[src/rtl/kernel_a_pipe.sv]
// Four-stage, lane-parallel kernel_A datapath with valid/ready handshakes on both sides.
// Each lane: l1=a+b, l2=a-b, l3=l1*l2, l4=l3+l1, vout=l4+l1, all wrapping at DATAW bits.
module kernel_a_pipe #(
    parameter int DATAW  = 32,
    parameter int NLANES = 1,
    parameter int CNTW   = 16
) (
    input  logic                    clk,
    input  logic                    rst,
    input  logic                    in_valid,
    output logic                    in_ready,
    input  logic [NLANES*DATAW-1:0] in_vin0,
    input  logic [NLANES*DATAW-1:0] in_vin1,
    output logic                    out_valid,
    input  logic                    out_ready,
    output logic [NLANES*DATAW-1:0] out_vout,
    output logic [CNTW-1:0]         out_count
);

    logic            v1_reg;
    logic            v2_reg;
    logic            v3_reg;
    logic            v4_reg;
    logic            en;
    logic [CNTW-1:0] count_reg;
    logic [CNTW-1:0] count_next;

    // The whole pipeline advances as one unit; bubbles are kept, not squeezed out.
    assign en        = ~v4_reg | out_ready;
    assign in_ready  = en;
    assign out_valid = v4_reg;
    assign out_count = count_reg;

    always_ff @(posedge clk) begin
        if (rst) begin
            v1_reg <= 1'b0;
            v2_reg <= 1'b0;
            v3_reg <= 1'b0;
            v4_reg <= 1'b0;
        end else if (en) begin
            v1_reg <= in_valid;
            v2_reg <= v1_reg;
            v3_reg <= v2_reg;
            v4_reg <= v3_reg;
        end
    end

    always_comb begin
        count_next = count_reg;
        if (v4_reg && out_ready) begin
            count_next = count_reg + CNTW'(1);
        end
    end

    always_ff @(posedge clk) begin
        if (rst) begin
            count_reg <= '0;
        end else begin
            count_reg <= count_next;
        end
    end

    genvar gi;
    generate
        for (gi = 0; gi < NLANES; gi = gi + 1) begin : g_lane
            logic [DATAW-1:0] a;
            logic [DATAW-1:0] b;
            logic [DATAW-1:0] l1_next;
            logic [DATAW-1:0] l2_next;
            logic [DATAW-1:0] l3_next;
            logic [DATAW-1:0] l4_next;
            logic [DATAW-1:0] vout_next;
            logic [DATAW-1:0] l1_reg;
            logic [DATAW-1:0] l2_reg;
            logic [DATAW-1:0] l3_reg;
            logic [DATAW-1:0] l1_d2_reg;
            logic [DATAW-1:0] l4_reg;
            logic [DATAW-1:0] l1_d3_reg;
            logic [DATAW-1:0] vout_reg;

            assign a = in_vin0[gi*DATAW +: DATAW];
            assign b = in_vin1[gi*DATAW +: DATAW];

            // Only the low DATAW bits of the product are kept.
            always_comb begin
                l1_next   = a + b;
                l2_next   = a - b;
                l3_next   = l1_reg * l2_reg;
                l4_next   = l3_reg + l1_d2_reg;
                vout_next = l4_reg + l1_d3_reg;
            end

            // l1 rides along in l1_d2/l1_d3 so later nodes see the same beat's l1.
            always_ff @(posedge clk) begin
                if (rst) begin
                    l1_reg    <= '0;
                    l2_reg    <= '0;
                    l3_reg    <= '0;
                    l1_d2_reg <= '0;
                    l4_reg    <= '0;
                    l1_d3_reg <= '0;
                    vout_reg  <= '0;
                end else if (en) begin
                    l1_reg    <= l1_next;
                    l2_reg    <= l2_next;
                    l3_reg    <= l3_next;
                    l1_d2_reg <= l1_reg;
                    l4_reg    <= l4_next;
                    l1_d3_reg <= l1_d2_reg;
                    vout_reg  <= vout_next;
                end
            end

            assign out_vout[gi*DATAW +: DATAW] = vout_reg;
        end
    endgenerate

endmodule
[config.mk]
export PLATFORM = sky130hd
export DESIGN_NAME = kernel_a_pipe
export DESIGN_NICKNAME = d
export VERILOG_FILES = /design/src/rtl/kernel_a_pipe.sv
export SDC_FILE = /design/constraint.sdc
export NUM_CORES = 2
export LEC_CHECK = 0
export ABC_CLOCK_PERIOD_IN_PS = 7850
export BUFFER_PORTS_ARGS = -buffer_cell sky130_fd_sc_hd__buf_2
export CORE_MARGIN = 2
export CORE_UTILIZATION = 55
export CTS_CLUSTER_DIAMETER = 50
export DETAILED_ROUTE_END_ITERATION = 6
export HOLD_SLACK_MARGIN = 0.06
export PLACE_DENSITY_LB_ADDON = 0.2
export SLEW_MARGIN = 20
export SYNTH_ARGS = -nofsm -noshare
export SYNTH_HDL_FRONTEND = slang
export SYNTH_SLANG_ARGS = --single-unit
[constraint.sdc]
create_clock -name clk -period 7.85 [get_ports clk]
set_input_delay 0.785 -clock clk [delete_from_list [all_inputs] [get_ports clk]]
set_output_delay 0.785 -clock clk [all_outputs]
set_load 0.02 [all_outputs]
# Word-level counts from Yosys, hierarchy flattened
# Cells that the tools add are included.
[word_totals] ff_bits=244 in_bits=68 word_cells=21
[classes] n_addsub=5 mul=1 bitwise=2 n_reduce_logical=1
[op_table] cell="adder 32 bit" n=3
[op_table] cell="multiplier 32 x 32 -> 32 bit" n=1
[op_table] cell="subtractor 32 bit" n=1
[op_table] cell="adder 16 x 1 -> 16 bit (second input constant)" n=1
[op_table] cell="logical AND 1 bit" n=1
[op_table] cell="NOT 1 bit" n=1
[op_table] cell="OR 1 bit" n=1

# Depth between registers and ports, before layout
[depth] depth_word=2 mapped_depth=28 mapped_depth_nobuf=26

# Worst setup path after synthesis
# OpenSTA, ideal clock, no wires.
[synth_timing] path_type="reg-to-reg" start="reg g_lane[0].l1_reg[15]" end="reg g_lane[0].l3_reg[30]" arrival_ns=6.796 path_slack_ns=0.937 stages_incl_launch_ff=26 path_buffers=2 cell_sequence="dfxtp_1 clkbuf_1 clkbuf_1 and2_1 fa_1 inv_1 fa_1 fa_1 fa_1 inv_1 fa_1 inv_1 fa_1 inv_1 fa_1 fa_1 ha_1 a21o_1 a21o_1 a311oi_1 o21bai_1 a221o_1 a31oi_2 o21ai_1 xor2_1 a22o_1"
[synth_via] elab_chain_len=1
[synth_rtl] element="start, declared" line="73" text="logic [DATAW-1:0] l1_reg;"
[synth_rtl] element="start signal, assigned" line="104" text="l1_reg <= l1_next;"
[synth_rtl] element="multiplier 32 x 32 -> 32 bit" line="88" text="l3_next = l1_reg * l2_reg;"
[synth_rtl] element="end signal, assigned" line="106" text="l3_reg <= l3_next;"
[synth_rtl] element="end, declared" line="75" text="logic [DATAW-1:0] l3_reg;"
# Every way passes these cells.
# A chain may end at the register's enable or synchronous reset.

# Final worst setup path
[layout_timing] start="reg g_lane[0].l1_reg[7]" end="reg g_lane[0].l3_reg[30]"
# Same word-level chain as after synthesis.

==> summary.md <==
| Metric | Value |
|---|---|
| Hold Crit Class | `flip-flop to flip-flop` |
| Post-route cell area | `31900 µm²` |
| P_sw | `5.38 mW` |
| Most common cell on crit path | `fa_1` |
| Final hold slack | `0.450 ns` |
| Least-Margin Pin Slew | `~1.1 ns` |
| Worst path max stage delay | `0.94 ns` |
| Post-CTS Hold Fix Bufs | `0` |
| Setup crit start kind | `flip-flop` |
| Initial Util | `55.9%` |
| Die X-Extent | `between 200 and 250 µm` |
| Antenna violations before repair | `2` |
| Post-CTS Setup Inserts | `0` |
| Reg-to-reg critical path startpoint | `g_lane[0].l1_reg[7]$_SDFFE_PP0P_` |
| Final Setup Violations | `0` |
| Place WS | `~0.50 ns` |
| Fill count | `4769` |
| Most frequent cell after synthesis | `nand2_1` |
| Clock power share | `approximately 14%` |
| Cell accounting for the most synthesized area | `fa_1` |
| I/O pin cnt | `around 120` |
| Worst Path Buf+Inv | `5` |
| Die Y-Extent | `236 µm` |
| H-tree levels | `2` |
| Routability cong. | `between 0.9 and 1` |
| Switching share of total power | `48.7%` |
| Reg power frac | `~16%` |
| Ys flop type | `dfxtp_1` |
| R2R Path End | `g_lane[0].l3_reg[30]$_SDFFE_PP0P_` |
| Share of the synthesized area in the top cell type | `27.8%` |
| Mapped cell area | `29600 µm²` |
| Root buffer cell | `clkbuf_16` |
| Sequential area share after synthesis | `16.3%` |
| Worst path cell trace | `nand2_1, fa_1, inv_1, fa_1, fa_1, inv_1, fa_1, inv_1, fa_1, inv_1, fa_1, inv_1, fa_1, fa_1, ha_1, a21o_1, a21o_1, a311oi_1, o21bai_1, a221o_1, a31oi_2, o21ai_1, xor2_1, a22o_1` |
| Max cap viols | `0` |
| PortBufs | `117` |
| Worst Setup SP | `g_lane[0].l1_reg[7]$_SDFFE_PP0P_` |
| DR WL/cell | `20.4 µm` |
| Syn Inst Count | `3553` |
| Status | `complete, no violations` |
| Ys Warns | `0` |
| Synth top area cells | `fa_1 28%, dfxtp_1 16%, ha_1 10%` |
| Total power | `11.0 mW` |
| Via count of the routed design | `24.6k` |
| Setup TNS | `0 ns` |
| 1st-iter DRT viols | `about 2.0k` |
| Number of global-route vias before repair | `25.9k` |
| Min Tclk post-route | `around 7.4 ns` |
| WP data arrival | `7.80 ns` |
| CTS tree | `built` |
| TritonCTS buffer count | `34` |
| Worst VDD drop | `0.000469 V` |
| Core area | `52900 µm²` |
| Comb pwr share | `between 70% and 80%` |
| Clk sinks | `241` |
| Unique masters post-synth | `73` |
| Post-CTS Resized | `0` |
| Worst setup EP type | `flip-flop` |
| Pleak | `about 15 nW` |
| Worst-path clk slew | `roughly 0.06 ns` |
| Crit Path Class | `flip-flop to flip-flop` |
| Internal power | `around 5.7 mW` |
| Fin. Hold Viols | `0` |
| Avg Inst Size Synth | `between 8 and 9 µm²` |
| Post-synthesis register bit count | `241` |
| # DRC | `0` |
| Worst skew pair latency | `about 0.55 ns` |
| Antenna-violating nets left | `0` |
| Setup WS post-layout | `0.493 ns` |
| Reg2Reg Depth | `24` |
| CP max-delay cell | `dfxtp_1` |
| Grt ovf | `0` |
| First-pass GRT wire length | `140000 µm` |
| Via density | `5.75` |
| # diodes | `0` |
| Final HPWL DP | `68300 µm` |
| Fin. max-slew vios | `0` |
| Post-synth EDFFs | `0` |
| Die ar. | `approximately 56000 µm²` |
| WP depth | `24` |
| WL final | `87400 µm` |
| Fmax achieved | `136 MHz` |
| CTS max path bufs | `3` |
| Area after DPL | `30800 µm²` |
| Largest net degree at the start of global routing | `111` |
| Area delta synth->final | `7.88%` |
| Power density over the cells | `346 nW/µm²` |
| FFs w/ async S/R, synth | `0%` |
| Syn Nets | `4278` |
| All-Layer GR Usage | `approximately 32%` |
| Unrepaired setup endpoints after global routing | `false` |
| Crit share post-route | `a little over nine tenths` |
| Fin nets | `4297` |
| # rows | `84` |
| Cell family contributing the most delay on the critical path | `adder cells` |
| Crit path to | `g_lane[0].l3_reg[30]$_SDFFE_PP0P_` |
| Slew margin rel. | `25.8%` |
| CP required | `8.30 ns` |
| Clk_skew | `0.0194 ns` |
| R2R setup slack | `0.49 ns` |
| Post-synth top cells | `601 x nand2_1, 497 x inv_1, 411 x fa_1` |
| CP Max Fanout | `16` |
| Layout cells sized above 1 | `7.10%` |
| First-pass DRT Iterations | `7` |
[power groups by stage]
stage | Combinational [mW] | Clock, mW | Sequential (mW)
floorplan | 5.34 | 0 | 1.62
global placement | 7.59 | 0 | 1.76
detailed placement | 7.71 | 0 | 1.76
CTS | 7.77 | 1.53 | 1.74
global route | 8.68 | 1.58 | 1.77
finish | 7.76 | 1.52 | 1.75
[worst register-to-register path, stage by stage (launching register included)]
cell,delay (ns)
dfxtp_1,0.94
nand2_1,0.17
fa_1,0.40
inv_1,0.07
fa_1,0.43
fa_1,0.54
inv_1,0.05
fa_1,0.48
inv_1,0.06
fa_1,0.50
inv_1,0.05
fa_1,0.53
inv_1,0.05
fa_1,0.39
fa_1,0.47
ha_1,0.35
a21o_1,0.21
a21o_1,0.17
a311oi_1,0.26
o21bai_1,0.09
a221o_1,0.35
a31oi_2,0.25
o21ai_1,0.12
xor2_1,0.15
a22o_1,0.17
[per-stage QoR]
| stage | std cells | utilization (%) |
|---|---|---|
| floorplan | 3553 | - |
| global placement | 4224 | 58.3 |
| detailed placement | 4224 | 58.3 |
| CTS | 4280 | 60.4 |
| global route | 4280 | 60.4 |
| finish | 4280 | 60.4 |
[logic make-up after synthesis]
family,count (synthesis),synth area share [%]
AND/OR/NAND/NOR,1171,18.3
adder cells (fa/ha/maj),657,38.2
buffers and inverters,695,8.82
flip-flops,241,16.3
XOR/XNOR,192,5.69
AO/OA/AOI/OAI,591,12.5
multiplexers,6,0.212
[metal layers]
| metal | vias to the layer above | track usage, % | share of wire, % | routed length (µm) |
|---|---|---|---|---|
| met4 | 2 | 11.6 | 3.7 | 3200 |
| met2 | 960 | 52.4 | 46 | 40200 |
| met1 | 12200 | 42.8 | 42 | 37100 |
| met5 | - | 0 | 0.021 | 18 |
| met3 | 205 | 5.96 | 7.9 | 6950 |
| li1 | 11200 | - | - | - |
[final cells by class]
| type | count | area (µm²) | area share, % |
|---|---|---|---|
| multi-input combinational | 2617 | 22200 | 69.4 |
| sequential | 241 | 4830 | 15.1 |
| inverter | 498 | 1870 | 5.87 |
| timing repair buffer | 180 | 1090 | 3.42 |
| clock buffer | 40 | 915 | 2.87 |
| tap | 688 | 861 | 2.70 |
| clock inverter | 16 | 185 | 0.580 |
[how the worst min path moves through the flow]
stage	start	to	cells past startpoint
finish	v1_reg$_SDFFE_PP0P_	v1_reg$_SDFFE_PP0P_	2
global route	out_vout[8]$_SDFFE_PP0P_	out_vout[8]$_SDFFE_PP0P_	2
CTS	v1_reg$_SDFFE_PP0P_	v1_reg$_SDFFE_PP0P_	2
detailed placement	out_vout[8]$_SDFFE_PP0P_	out_vout[8]$_SDFFE_PP0P_	2
global placement	out_vout[27]$_SDFFE_PP0P_	out_vout[27]$_SDFFE_PP0P_	2
floorplan	g_lane[0].l3_reg[20]$_SDFFE_PP0P_	g_lane[0].l3_reg[20]$_SDFFE_PP0P_	2
[cell usage in the layout, fill, tap and decap left out, types with 14 or more instances in the layout]
cell type / n
a211oi_1: 45
clkbuf_16: 35
o21a_1: 18
buf_4: 61
nand2b_1: 24
buf_2: 116
nand2_1: 601
o21ai_0: 106
ha_1: 246
nor2b_1: 22
xnor2_1: 131
o21bai_1: 15
and2_1: 273
nor3_1: 21
o31ai_1: 14
xor2_1: 61
or3_1: 23
dfxtp_1: 240
a21o_1: 44
a21oi_1: 253
fa_1: 411
nor2_1: 150
nand3_1: 24
inv_1: 497
Power figures use the tool's default switching activity.
